==> src/rtl/seq_prog_ctrl_if.sv <==
// Sequencer bus: board-side program load/control inputs, datapath busy
// feedback, and the instruction strobe/status outputs.
interface seq_prog_ctrl_if #(
    parameter int AW     = 4,
    parameter int INST_W = 8
);
    logic              ld_vld;
    logic [AW-1:0]     ld_addr;
    logic [INST_W-1:0] ld_data;
    logic [AW:0]       prog_len;
    logic              start;
    logic              abort;
    logic              step_mode;
    logic              step;
    logic              busy;
    logic              inst_vld;
    logic [INST_W-1:0] inst_wd;
    logic [AW-1:0]     pc;
    logic              running;
    logic              done;

    // Front end / datapath side
    modport master (
        output ld_vld, ld_addr, ld_data, prog_len, start, abort, step_mode, step, busy,
        input  inst_vld, inst_wd, pc, running, done
    );

    // Sequencer side
    modport slave (
        input  ld_vld, ld_addr, ld_data, prog_len, start, abort, step_mode, step, busy,
        output inst_vld, inst_wd, pc, running, done
    );
endinterface

==> src/rtl/seq_prog_ctrl.sv <==
// Program sequencer: loadable instruction memory, issues each instruction as a
// one-cycle strobe, stalls on datapath busy, optional single-step mode.
module seq_prog_ctrl #(
    parameter int AW     = 4,
    parameter int INST_W = 8
) (
    input  logic           clk,
    input  logic           rst_n,
    seq_prog_ctrl_if.slave bus
);
    localparam int          DEPTH   = 1 << AW;
    localparam logic [AW:0] DEPTH_L = (AW + 1)'(DEPTH);

    typedef enum logic [2:0] {IDLE, FETCH, ISSUE, WAIT, DONE} state_t;

    state_t            state, state_nx;
    logic [INST_W-1:0] mem [DEPTH];
    logic [INST_W-1:0] rd_data;
    logic [INST_W-1:0] wd_q;
    logic [AW-1:0]     pc;
    logic [AW:0]       eff_len;
    logic [AW:0]       pc_next;
    logic              step_seen;
    logic              issue;
    logic              pc_clr;
    logic              pc_inc;
    logic              len_load;
    logic              ld_ok;

    assign pc_next = {1'b0, pc} + (AW + 1)'(1);
    assign ld_ok   = bus.ld_vld && (state == IDLE || state == DONE);

    // State register
    always_ff @(posedge clk or negedge rst_n) begin
        if (!rst_n) state <= IDLE;
        else        state <= state_nx;
    end

    // Next-state and control decode; abort overrides everything
    always_comb begin
        state_nx = state;
        issue    = 1'b0;
        pc_clr   = 1'b0;
        pc_inc   = 1'b0;
        len_load = 1'b0;
        if (bus.abort) begin
            state_nx = IDLE;
            pc_clr   = 1'b1;
        end else begin
            case (state)
                IDLE, DONE: begin
                    if (bus.start && bus.prog_len != '0) begin
                        state_nx = FETCH;
                        pc_clr   = 1'b1;
                        len_load = 1'b1;
                    end
                end
                FETCH: state_nx = ISSUE;
                ISSUE: begin
                    if (!bus.busy) begin
                        issue    = 1'b1;
                        state_nx = WAIT;
                    end
                end
                WAIT: begin
                    if (!bus.busy && (!bus.step_mode || bus.step || step_seen)) begin
                        if (pc_next == eff_len) begin
                            state_nx = DONE;
                        end else begin
                            pc_inc   = 1'b1;
                            state_nx = FETCH;
                        end
                    end
                end
                default: state_nx = IDLE;
            endcase
        end
    end

    // Program counter, run length, step latch and last-issued word
    always_ff @(posedge clk or negedge rst_n) begin
        if (!rst_n) begin
            pc        <= '0;
            eff_len   <= '0;
            step_seen <= 1'b0;
            wd_q      <= '0;
        end else begin
            if (pc_clr)      pc <= '0;
            else if (pc_inc) pc <= pc + AW'(1);
            if (len_load) eff_len <= (bus.prog_len > DEPTH_L) ? DEPTH_L : bus.prog_len;
            // A step arriving while busy is remembered until WAIT is left
            step_seen <= (state == WAIT && state_nx == WAIT) && (step_seen || bus.step);
            if (issue) wd_q <= rd_data;
        end
    end

    // Instruction memory write port, only while not running
    always_ff @(posedge clk) begin
        if (ld_ok) mem[bus.ld_addr] <= bus.ld_data;
    end

    // Registered memory read during FETCH
    always_ff @(posedge clk) begin
        if (state == FETCH) rd_data <= mem[pc];
    end

    // The strobe is decoded from ISSUE so it appears two cycles after start;
    // inst_wd shows the fetched word during the strobe and the held copy otherwise.
    assign bus.inst_vld = issue;
    assign bus.inst_wd  = issue ? rd_data : wd_q;
    assign bus.pc       = pc;
    assign bus.running  = (state == FETCH) || (state == ISSUE) || (state == WAIT);
    assign bus.done     = (state == DONE);
endmodule

==> src/flat_wrapper.sv <==
// flat-port wrapper written by rule: the top's interface ports become plain ports
module seq_prog_ctrl_flat 
#(
    parameter int AW     = 4,
    parameter int INST_W = 8
)
  (clk, rst_n, bus_ld_vld, bus_ld_addr, bus_ld_data, bus_prog_len, bus_start, bus_abort, bus_step_mode, bus_step, bus_busy, bus_inst_vld, bus_inst_wd, bus_pc, bus_running, bus_done);
  seq_prog_ctrl_if #(.AW(AW), .INST_W(INST_W)) bus_i ();
  input  logic clk;
  input  logic rst_n;
  input wire logic [$bits(bus_i.ld_vld)-1:0] bus_ld_vld;
  input wire logic [$bits(bus_i.ld_addr)-1:0] bus_ld_addr;
  input wire logic [$bits(bus_i.ld_data)-1:0] bus_ld_data;
  input wire logic [$bits(bus_i.prog_len)-1:0] bus_prog_len;
  input wire logic [$bits(bus_i.start)-1:0] bus_start;
  input wire logic [$bits(bus_i.abort)-1:0] bus_abort;
  input wire logic [$bits(bus_i.step_mode)-1:0] bus_step_mode;
  input wire logic [$bits(bus_i.step)-1:0] bus_step;
  input wire logic [$bits(bus_i.busy)-1:0] bus_busy;
  output wire logic [$bits(bus_i.inst_vld)-1:0] bus_inst_vld;
  output wire logic [$bits(bus_i.inst_wd)-1:0] bus_inst_wd;
  output wire logic [$bits(bus_i.pc)-1:0] bus_pc;
  output wire logic [$bits(bus_i.running)-1:0] bus_running;
  output wire logic [$bits(bus_i.done)-1:0] bus_done;
  assign bus_i.ld_vld = bus_ld_vld;
  assign bus_i.ld_addr = bus_ld_addr;
  assign bus_i.ld_data = bus_ld_data;
  assign bus_i.prog_len = bus_prog_len;
  assign bus_i.start = bus_start;
  assign bus_i.abort = bus_abort;
  assign bus_i.step_mode = bus_step_mode;
  assign bus_i.step = bus_step;
  assign bus_i.busy = bus_busy;
  assign bus_inst_vld = bus_i.inst_vld;
  assign bus_inst_wd = bus_i.inst_wd;
  assign bus_pc = bus_i.pc;
  assign bus_running = bus_i.running;
  assign bus_done = bus_i.done;
  seq_prog_ctrl #(.AW(AW), .INST_W(INST_W)) u_core (.clk(clk), .rst_n(rst_n), .bus(bus_i));
endmodule
==> config.mk <==
export PLATFORM = sky130hd
export DESIGN_NAME = seq_prog_ctrl_flat
export DESIGN_NICKNAME = d
export VERILOG_FILES = /design/src/rtl/seq_prog_ctrl_if.sv /design/src/rtl/seq_prog_ctrl.sv /design/src/flat_wrapper.sv
export SDC_FILE = /design/constraint.sdc
export NUM_CORES = 1
export LEC_CHECK = 0
export ABC_AREA = 1
export CAP_MARGIN = 10
export CORE_ASPECT_RATIO = 1.5
export CORE_MARGIN = 1.5
export CORE_UTILIZATION = 53
export DETAILED_ROUTE_END_ITERATION = 8
export PLACE_DENSITY = 0.74
export SLEW_MARGIN = 0
export SYNTH_ARGS = -nofsm -noshare
export SYNTH_HDL_FRONTEND = slang
export SYNTH_SLANG_ARGS = --single-unit
export TNS_END_PERCENT = 1
==> constraint.sdc <==
create_clock -name clk -period 1.65 [get_ports clk]
set_input_delay 0.33 -clock clk [delete_from_list [all_inputs] [get_ports clk]]
set_output_delay 0.33 -clock clk [all_outputs]
set_load 0.1 [all_outputs]
# Word-level counts from Yosys, hierarchy flattened
# Memories as Yosys holds them, arrays and structs flattened. A register that Yosys moved wholly into a read port is not among the register bits.
# Cells that the tools add are included.
# totals
ff_bits	21
ram_bits	128
in_bits	25
word_cells	55
n_memories	1
# classes
addsub	2
n_lt_le_gt_ge	1
eq_ne	6
muxes	23
reduce_logical	17
# mem_list
memory	words	word_bits	read_ports	rd_ports_with_merged_regs	write_ports	line	rtl
u_core.mem	16	8	1	1	1	seq_prog_ctrl.sv:17	logic [INST_W-1:0] mem [DEPTH];
# op_table
cell	count
3-bit two-way mux	5
1-bit two-way mux	13
3-bit case mux with 4 select lines	1
3-bit by 2-bit equality test with 1-bit output, second input constant	3
4-bit two-way mux	2
8-bit two-way mux	1
1-bit logical OR	6
4-bit by 1-bit adder with 5-bit output, second input constant	1
5-bit equality test	1
5-bit greater-than comparator, second input constant	1
1-bit logical AND	5
5-bit two-way mux	1
5-bit nonzero test	1
4-bit by 1-bit adder with 4-bit output, second input constant	1
3-bit by 1-bit equality test with 1-bit output, second input constant	1
3-bit equality test, second input constant	1
3-bit zero test	1
1-bit zero test	2
2-bit nonzero test	1
2-bit OR reduction	1

# Depth between registers and ports, before layout
# Gate-level depths: netlist of the first run.
# logic_depth
depth_word	10
depth_mapped	12
ltp_nobuf	12

# Worst setup path before layout of the first run
# Ideal clock, no wire load.
# synth_timing
path_type	reg-to-output
startpoint	register u_core.state[2]
endpoint	output bus_inst_wd[0]
arrival_time_ns	2.014
t_required_ns	1.320
path_slack_ns	-0.694
path_stages_with_launch	5
path_buffers	0
cell_sequence	dfrtp_1 -> nor3_1 -> nand2_1 -> nor2_4 -> mux2_2
# synth_between
elab_chain_cells	4
# synth_lines
item	line	rtl
start, declared	seq_prog_ctrl.sv:16	state_t state, state_nx;
start signal, assigned	seq_prog_ctrl.sv:36	else state <= state_nx;
3-bit by 2-bit equality test with 1-bit output	seq_prog_ctrl.sv:50	case (state)
1-bit two-way mux	seq_prog_ctrl.sv:50	
1-bit two-way mux	seq_prog_ctrl.sv:46	if (bus.abort) begin
via bus_inst_vld	flat_wrapper.sv:20	output wire logic [$bits(bus_i.inst_vld)-1:0] bus_inst_vld;
8-bit two-way mux	-	
end, declared	flat_wrapper.sv:21	output wire logic [$bits(bus_i.inst_wd)-1:0] bus_inst_wd;
# The timed path passes the listed nets, and every way through them passes these cells.

# Worst setup path in the final report of the first run
# layout_timing
startpoint	register u_core.state[1]
endpoint	output bus_inst_wd[1]
# layout_between
elab_chain_cells	4
# layout_lines
item	line
3-bit by 2-bit equality test with 1-bit output	seq_prog_ctrl.sv:50
1-bit two-way mux	seq_prog_ctrl.sv:50
1-bit two-way mux	seq_prog_ctrl.sv:46
8-bit two-way mux	-
# Every way passes these cells.

==> reports/results.ini, run 1 <==
[finish]
antenna_cells=0
instances_no_fill=811
nNetsFinal=671
finalInstanceArea_um2=8470
area_delta_synth_final_pct=30.5
drive_gt1_share_pct=24.9

[critical_path]
critPathLaunch=u_core.state[1]$_DFF_PN0_
cp.arrival_ps=1900
r2r_setup_slack_ps=-180
r2r_cells=9
critPathCapture=bus_inst_wd[1]
crit_fanout=9
path_class=flip-flop to output pin
end_kind=output pin
regToRegEndpoint=u_core.mem[14][5]$_DFFE_PP_
worstSetupStartpointType=flip-flop
cp.required_ps=1320
r2r-start=u_core.state[0]$_DFF_PN0_

[drt]
wirelength_um=15300
vias=4599
avgViaCountPerCell=5.67
wire_per_inst_um=18.8
dr.pass1.iters=5
drt_iter0_markers=477
detail-route-antenna-nets=0
drc=0

[run]
drv_cap=0

[floorplan]
start_util_pct=54.3
die-area_um2=12900
core_area_um2=12000
die_x_um=93.4
num_rows=49
pin_count=40
die_h_um=139

[yosys]
synthCells=543
synth_warnings=0
synth_area_per_cell_um2=12.0
synth-seq-area-share_pct=71.0
netlist_area_um2=6490
synth_cell_types=26
ys_ff_latch=157
syn-num-nets=569

[sta]
hold_viol=0
period_minus_slack_ps=2230
fmax_ghz=0.449
setup_violations=145
fin_worst_skew_ps=7.64
period_share_pct=135
max_slew_margin_pct=74.1
rsz0062_at_grt=true
setup_slack_ps=-579
tightest_slew_ps=388
slew_violations=0

[placed_design]
dpl-instance-area_um2=7700
portBuffers=39
dp.cells=777
gp_congestion=0.856
hpwl_um=9950
dp_slack_ps=-384

[clocking]
clockBufferDepth=2
clock_latency_ps=420
cts_buffers=17
clk_pin_slew_ps=60
root_buffer=clkbuf_16
htree_num_levels=4
cts.sinks=157
cts_tree=done

[global_routing]
grt_pass1_wl_um=24100
grt_overflow=0
antenna_found_initial=0
grt_usage_pct=24.8
grt_max_degree=43
first_global_vias=4819

[min_path]
hp-class=primary input to async pin

[power]
powerDensity_nw_per_um2=1190
p_leak_nw=3.10
vdd_drop_max_uv=687

[run_status]
status=finished with violations
violations=negative setup slack

## worst min path at each step
stage                                start                       endpoint  slack (ps)  depth (start not counted)
2_1_floorplan                        rst_n   u_core.bus.pc[0]$_DFFE_PN0P_          30                          0
3_3_place_gp   u_core.rd_data[2]$_DFFE_PP_       u_core.wd_q[2]$_DFF_PN0_         500                          1
3_5_place_dp   u_core.rd_data[7]$_DFFE_PP_       u_core.wd_q[7]$_DFF_PN0_         500                          1
4_1_cts                              rst_n  u_core.eff_len[4]$_DFFE_PN0P_         270                          2
5_1_grt                              rst_n  u_core.eff_len[1]$_DFFE_PN0P_         290                          2
6_report                             rst_n  u_core.eff_len[4]$_DFFE_PN0P_         260                          2
## Yosys cell counts
cell | number | share of area (%)
buf_4 | 2 | 0.23
nand2_1 | 48 | 2.8
a21oi_1 | 10 | 0.77
o21ai_0 | 61 | 4.7
buf_1 | 3 | 0.17
mux2_2 | 8 | 1.4
nand3b_1 | 1 | 0.12
inv_2 | 2 | 0.12
nand3_1 | 18 | 1.4
nand4_1 | 3 | 0.29
o211ai_1 | 32 | 3.7
ha_1 | 1 | 0.19
buf_2 | 7 | 0.54
inv_1 | 22 | 1.3
nand2_2 | 3 | 0.29
nor2_1 | 128 | 7.4
o31ai_1 | 1 | 0.12
buf_6 | 5 | 0.87
nor2_4 | 1 | 0.17
nor3_1 | 3 | 0.23
nor2_2 | 5 | 0.48
clkbuf_1 | 9 | 0.52
edfxtp_1 | 136 | 63
o21ai_2 | 4 | 0.54
dfrtp_1 | 21 | 8.1
o21ai_1 | 9 | 0.69
## placed cells by master (no fill, tap or decap), types with 4 or more instances in the layout
master / synthesis / routed
a21oi_1: 10 / 8
buf_12: 0 / 22
buf_4: 2 / 55
buf_6: 5 / 8
clkbuf_16: 0 / 17
clkdlybuf4s50_1: 0 / 24
dfrtp_1: 21 / 18
edfxtp_1: 136 / 136
inv_1: 22 / 20
mux2_4: 0 / 8
nand2_1: 48 / 43
nand2_2: 3 / 6
nand3_1: 18 / 16
nor2_1: 128 / 116
nor2_2: 5 / 13
nor2_4: 1 / 5
o211ai_1: 32 / 32
o21ai_0: 61 / 55
o21ai_1: 9 / 15
o21ai_2: 4 / 4
## per-layer routing
layer	track usage (%)	vias to the layer above	wire length [µm]
met3	4.61	32	810
met2	43.5	202	8240
li1	-	2130	-
met5	0	-	0
met1	29.2	2235	5820
met4	10.9	0	406
## worst max-delay path, stage by stage, from the launching register on
cell and delay [ps]:
dfrtp_1 360, inv_2 60, nor3_4 200, nand2_2 100, nor2_4 120, buf_12 150, mux2_4 320, buf_12 170
## repair_timing
action | CTS | global route
pin swaps | 3 | 1
hold buffers | 0 | 0
gates resized for setup | 29 | 20
endpoints found under the hold margin | 0 | 0
setup buffers | 2 | 0
endpoints found under the setup margin | 154 | 163
## through the flow
step                      power (W)  TNS [ps]  utilization [%]  hold WS, ps
after floorplan             0.00550    -23460                -         34.4
after global placement      0.00613    -24960             64.4          498
after detailed placement    0.00617    -29010             64.4          501
after CTS                    0.0101    -23600             70.4          268
after global routing         0.0103    -33590             70.8          289
final                        0.0100    -20010             70.8          265
## flip-flops by register name, indices dropped and copies added (netlist names)
| name | cells |
|---|---|
| u_core.mem | 128 |
| u_core.rd_data | 8 |
| u_core.wd_q | 8 |
| u_core.eff_len | 5 |
| u_core.bus.pc | 4 |
| u_core.state | 3 |
| u_core.step_seen | 1 |
## layout make-up
cell class / instances / area (µm²)
Clock inverter: 14 / 166
Timing Repair Buffer: 109 / 1180
Clock buffer: 18 / 429
Sequential cell: 157 / 4610
Tap cell: 153 / 191
Inverter: 24 / 92.6
Fill cell: 769 / 3490
Multi-Input combinational cell: 336 / 1790
## logic make-up after synthesis
kind of cell / Yosys count / share of synthesized area [%]
buf+inv: 50 / 3.72
flops: 157 / 71.0
mux: 8 / 1.39
simple gates: 210 / 13.1
fa+ha+maj: 1 / 0.193
compound gates: 117 / 10.5
## power by group
| part | switching (W) | total [W] | internal (W) |
|---|---|---|---|
| registers | 0.0000589 | 0.00453 | 0.00448 |
| clock network | 0.00152 | 0.00390 | 0.00238 |
| logic | 0.000994 | 0.00160 | 0.000609 |
| total | 0.00257 | 0.0100 | 0.00746 |
(Power assumes the default switching activity.)
==> run 2: changes to the inputs <==
REMOVE_ABC_BUFFERS = 1   (was unset)
==> run 2 against run 1 <==
The flow still finishes with violations (negative setup slack). Sequential power barely moved. First-iteration DRC count decreased by 24%. Largest power group unchanged. Critical path type unchanged. Power shrank 0.70%. Wire length increased by 0.39%. Non-clock buffer count decreased by 2. Hold slack worse by 14 ps. Sequential share of layout area increased by 0.39 points. Utilization down 0.52 points.
==> reports/results.ini, run 2 (synthesis results as in run 1) <==
[run_status]
status=finished with violations
violations=negative setup slack

[drt]
drt_iter0_markers=362  ; -24%
vias=4588  ; -0.24%
detail-route-antenna-nets=0  ; unchanged
avgViaCountPerCell=5.68  ; +0.13%
wirelength_um=15300  ; +0.39%
wire_per_inst_um=19.0  ; +0.77%
drc=0  ; unchanged
dr.pass1.iters=7  ; +2

[floorplan]
die-area_um2=12900  ; unchanged
pin_count=40  ; unchanged
num_rows=49  ; unchanged
die_h_um=139  ; unchanged
die_x_um=93.4  ; unchanged
core_area_um2=12000  ; unchanged
start_util_pct=54.3  ; unchanged

[global_routing]
grt_pass1_wl_um=24100  ; +0.15%
first_global_vias=4772  ; -0.98%
grt_max_degree=42  ; -2.3%
grt_usage_pct=25.3  ; +0.47 points
grt_overflow=0  ; unchanged
antenna_found_initial=0  ; unchanged

[clocking]
clockBufferDepth=2  ; unchanged
root_buffer=clkbuf_16
clock_latency_ps=430  ; about the same
clk_pin_slew_ps=60  ; about the same
cts_buffers=17  ; unchanged
hold_buffers=0  ; unchanged
cts.sinks=157  ; unchanged
htree_num_levels=4  ; unchanged
cts_tree=done

[finish]
largest_register=u_core.mem
antenna_cells=0  ; unchanged
nNetsFinal=669  ; -0.30%
instances_no_fill=808  ; -0.37%
area_delta_synth_final_pct=29.5
largest_reg_flops=128  ; unchanged
drive_gt1_share_pct=24.7  ; -0.19 points
final_common_cell=edfxtp_1
finalInstanceArea_um2=8400  ; -0.74%
reg_top3=u_core.mem (128), u_core.rd_data (8), u_core.wd_q (8)
final_core_util_pct=70.3  ; -0.52 points
final_cell_mix=edfxtp_1, nor2_1, o21ai_0

[critical_path]
crit_fanout=9  ; unchanged
r2r_cells=8  ; -1
end_kind=output pin
path_class=flip-flop to output pin
worstSetupStartpointType=flip-flop
cp.arrival_ps=1950  ; +50 ps
cp.required_ps=1320  ; about the same

[placed_design]
portBuffers=39  ; unchanged
dpl-instance-area_um2=7610  ; -1.2%
hpwl_um=9740  ; -2.1%
gp_congestion=0.799  ; -6.6%
dp.cells=775  ; -0.26%

[sta]
setup_tns_ps=-8680  ; +11330 ps
setup_slack_ps=-632  ; -52.7 ps
fin_worst_skew_ps=11.4  ; +3.75 ps
hold_viol=0  ; unchanged
period_minus_slack_ps=2280  ; +52.7 ps
tightest_slew_ps=576  ; +187 ps
setup_violations=118  ; -19%
rsz0062_at_grt=true
max_slew_margin_pct=61.5  ; -13 points
slew_violations=0  ; unchanged
holdWs_ps=251  ; -14.0 ps
fmax_ghz=0.438  ; -2.3%
period_share_pct=138  ; +3.2 points

[power]
vdd_drop_max_uv=1140  ; +66%
powerDensity_nw_per_um2=1190  ; about the same
p_leak_nw=3.09  ; -0.38%

[run]
drv_cap=0  ; unchanged

[min_path]
hp-class=primary input to async pin

[run 2: layout make-up]
class	instances	area [µm²]
Clock buffer	17	425
Clock inverter	14	158
Fill cell	789	3550
Inverter	24	90.1
Multi-Input combinational cell	336	1780
Sequential cell	157	4610
Tap cell	153	191
Timing Repair Buffer	107	1140
[run 2: metrics by stage]
step / setup WS [ps] / power (W)
global route: -695 / 0.0103
detailed placement: -408 / 0.00611
floorplan: -2030 / 0.00545
finish: -632 / 0.00997
global placement: -386 / 0.00607
CTS: -645 / 0.0100
[run 2: final timing paths]
| kind | start | endpoint | slack [ps] |
|---|---|---|---|
| hold / removal | rst_n | u_core.eff_len[4]$_DFFE_PN0P_ | 250 |
| hold reg to reg | u_core.rd_data[5]$_DFFE_PP_ | u_core.wd_q[5]$_DFF_PN0_ | 520 |
| setup / recovery | u_core.state[2]$_DFF_PN0_ | bus_inst_wd[3] | -630 |
| max in group asynchronous | rst_n | u_core.bus.pc[0]$_DFFE_PN0P_ | 1150 |
| min in group clk | u_core.rd_data[5]$_DFFE_PP_ | u_core.wd_q[5]$_DFF_PN0_ | 520 |
| setup reg to reg | u_core.state[1]$_DFF_PN0_ | u_core.mem[9][7]$_DFFE_PP_ | -70 |
[run 2: layer usage]
metal | global-route usage (%) | vias to the layer above | routed length (µm)
li1 | - | 2136 | -
met3 | 5.76 | 27 | 796
met2 | 46.4 | 177 | 8540
met5 | 0 | - | 0
met1 | 28.1 | 2248 | 5680
met4 | 8.61 | 0 | 325
[run 2: timing repair]
action / 4_1_cts / 5_1_grt
setup buffers: 0 / 2
resized for setup: 30 / 26
setup endpoints to repair: 146 / 159
pin swaps: 3 / 3
[run 2: power by group]
part,total [W],switching [W],internal (W)
logic,0.00159,0.000991,0.000599
registers,0.00453,0.0000583,0.00448
clock network,0.00384,0.00159,0.00225
[run 2: worst max-delay path, stage by stage, from the launching register on]
cell and delay, ps:
dfrtp_1 400, nor3_2 250, nand2_2 120, nor2_4 110
buf_12 150, mux2_4 330, buf_12 170
==> run 3: changes to the inputs <==
CAP_MARGIN = unset   (was 10)
SKIP_LAST_GASP = 1   (was unset)
==> run 3 against run 2 <==
The run still ends with negative setup slack left. Power shrank 0.50%. Register-to-register slack lost 220 ps. Critical path depth is the same. Final cell count shrank 0.12%. Clock-buffer cell count is the same. Sequential share of layout area grew 1.1 points. Wire length shrank 1.8%. Critical path type unchanged. Utilization shrank 1.4 points. Clock skew is essentially flat. Largest cell class unchanged.
==> reports/results.ini, run 3 (synthesis results as in run 1) <==
[power]
vdd_drop_max_uv=1130  ; -1.1%
p_leak_nw=3.06  ; -1.1%
powerDensity_nw_per_um2=1200  ; +1.5%

[floorplan]
die-area_um2=12900  ; unchanged
start_util_pct=54.3  ; unchanged
die_x_um=93.4  ; unchanged
die_h_um=139  ; unchanged
pin_count=40  ; unchanged
core_area_um2=12000  ; unchanged
num_rows=49  ; unchanged

[sta]
slew_violations=0  ; unchanged
fin_worst_skew_ps=11.0  ; -0.369 ps
tightest_slew_ps=576  ; +0.226 ps
hold_viol=0  ; unchanged
rsz0062_at_grt=true
fmax_ghz=0.446  ; +1.9%
period_minus_slack_ps=2240  ; -41.6 ps
period_share_pct=136  ; -2.5 points
setup_slack_ps=-590  ; +41.6 ps
setup_violations=146  ; +24%
max_slew_margin_pct=61.5  ; about the same
holdWs_ps=252  ; +1.09 ps

[critical_path]
regToRegEndpoint=u_core.mem[1][7]$_DFFE_PP_
r2r-start=u_core.state[0]$_DFF_PN0_
crit_buf_inv=2  ; unchanged
r2r_cells=8  ; unchanged
cp_top_family=simple AND/OR/NAND/NOR gates
end_kind=output pin
cp.required_ps=1320  ; about the same
path_cells=nor3_4 > nand2_2 > nor2_4 > buf_12 > mux2_4 > buf_12
path_class=flip-flop to output pin
r2r_setup_slack_ps=-290  ; -220 ps
crit_fanout=9  ; unchanged
cpPeakStageDelay_ps=410  ; about the same
cp.arrival_ps=1910  ; -40 ps
worstSetupStartpointType=flip-flop
crit_top_cell=buf_12
slowest_stage=dfrtp_1

[drt]
wire_per_inst_um=18.7  ; -1.7%
wirelength_um=15100  ; -1.8%
drc=0  ; unchanged
vias=4589  ; +0.022%
drt_iter0_markers=366  ; +1.1%
avgViaCountPerCell=5.69  ; +0.15%
detail-route-antenna-nets=0  ; unchanged
dr.pass1.iters=5  ; -2

[clocking]
cts_tree=done
clk_pin_slew_ps=60  ; about the same
clock_latency_ps=420  ; about the same
root_buffer=clkbuf_16
cts.sinks=157  ; unchanged
clockBufferDepth=2  ; unchanged
cts_buffers=17  ; unchanged
htree_num_levels=4  ; unchanged
hold_buffers=0  ; unchanged

[run_status]
violations=negative setup slack
status=finished with violations

[run]
drv_cap=0  ; unchanged

[finish]
reg_top3=u_core.mem (128), u_core.rd_data (8), u_core.wd_q (8)
n_fill_cell=818  ; +3.7%
final_cell_mix=edfxtp_1, nor2_1, buf_4
area_delta_synth_final_pct=27.0
largest_reg_flops=128  ; unchanged
finalInstanceArea_um2=8240  ; -2.0%
nNetsFinal=668  ; -0.15%
antenna_cells=0  ; unchanged
instances_no_fill=807  ; -0.12%
final_common_cell=edfxtp_1
drive_gt1_share_pct=21.3  ; -3.5 points
largest_register=u_core.mem

[global_routing]
grt.met1_usage_pct=27.9  ; -0.23 points
grt_overflow=0  ; unchanged
first_global_vias=4757  ; -0.31%
antenna_found_initial=0  ; unchanged
top_usage_layer=met2
grt_use_met3_pct=5.76  ; unchanged
grtUsageMet2_pct=46.2  ; -0.15 points
grt_pass1_wl_um=24000  ; -0.63%
grt_max_degree=42  ; unchanged
grt_usage_pct=25.1  ; -0.16 points

[min_path]
hp-class=primary input to async pin

[placed_design]
gp_congestion=0.799  ; unchanged
portBuffers=39  ; unchanged
dpl-instance-area_um2=7610  ; unchanged
hpwl_um=9740  ; unchanged
dp.cells=775  ; unchanged

## run 3: cell type report
class	instances	area, µm²	area share, %
sequential	157	4610	56.0
inverter	24	90.1	1.09
multi-input combinational	336	1680	20.4
tap	153	191	2.32
clock buffer	17	425	5.16
timing repair buffer	106	1080	13.1
clock inverter	14	158	1.91
## run 3: worst max-delay path by stage
stage / endpoint / cells after the start / startpoint / slack [ps]
after floorplan: u_core.rd_data[1]$_DFFE_PP_ / 7 / u_core.bus.pc[0]$_DFFE_PN0P_ / -2030
after global placement: bus_inst_wd[4] / 7 / bus_busy / -390
after detailed placement: bus_inst_wd[0] / 7 / bus_busy / -410
after CTS: bus_inst_wd[0] / 7 / u_core.state[1]$_DFF_PN0_ / -640
after global routing: bus_inst_wd[3] / 6 / u_core.state[2]$_DFF_PN0_ / -670
final: bus_inst_wd[3] / 6 / u_core.state[2]$_DFF_PN0_ / -590
## run 3: metrics by stage
stage | util (%) | setup TNS, ps | worst slack, ps | total power (W)
6_report | 68.9 | -28030 | -590 | 0.00992
5_1_grt | 68.9 | -43370 | -666 | 0.0102
4_1_cts | 68.8 | -22060 | -645 | 0.00997
3_5_place_dp | 63.6 | -30320 | -408 | 0.00611
3_3_place_gp | 63.6 | -26730 | -386 | 0.00607
2_1_floorplan | - | -43840 | -2030 | 0.00545
## run 3: report_power, final
part           internal [W]  leakage [nW]  switching [W]
sequential          0.00447          1.49      0.0000580
clock               0.00225         0.284        0.00159
combinational      0.000584          1.28       0.000965
## run 3: repair_timing
item                       CTS  global route
setup buffers                0             1
setup endpoints to repair  146           159
cloned                       0             0
gates resized for setup      9             2
pin swaps                    2             1
## run 3: metal layers
metal  routed length (µm)  share of wire (%)
met5                    0                  0
met4                  310                2.1
met3                  811                5.4
met2                 8400                 56
met1                 5540                 37
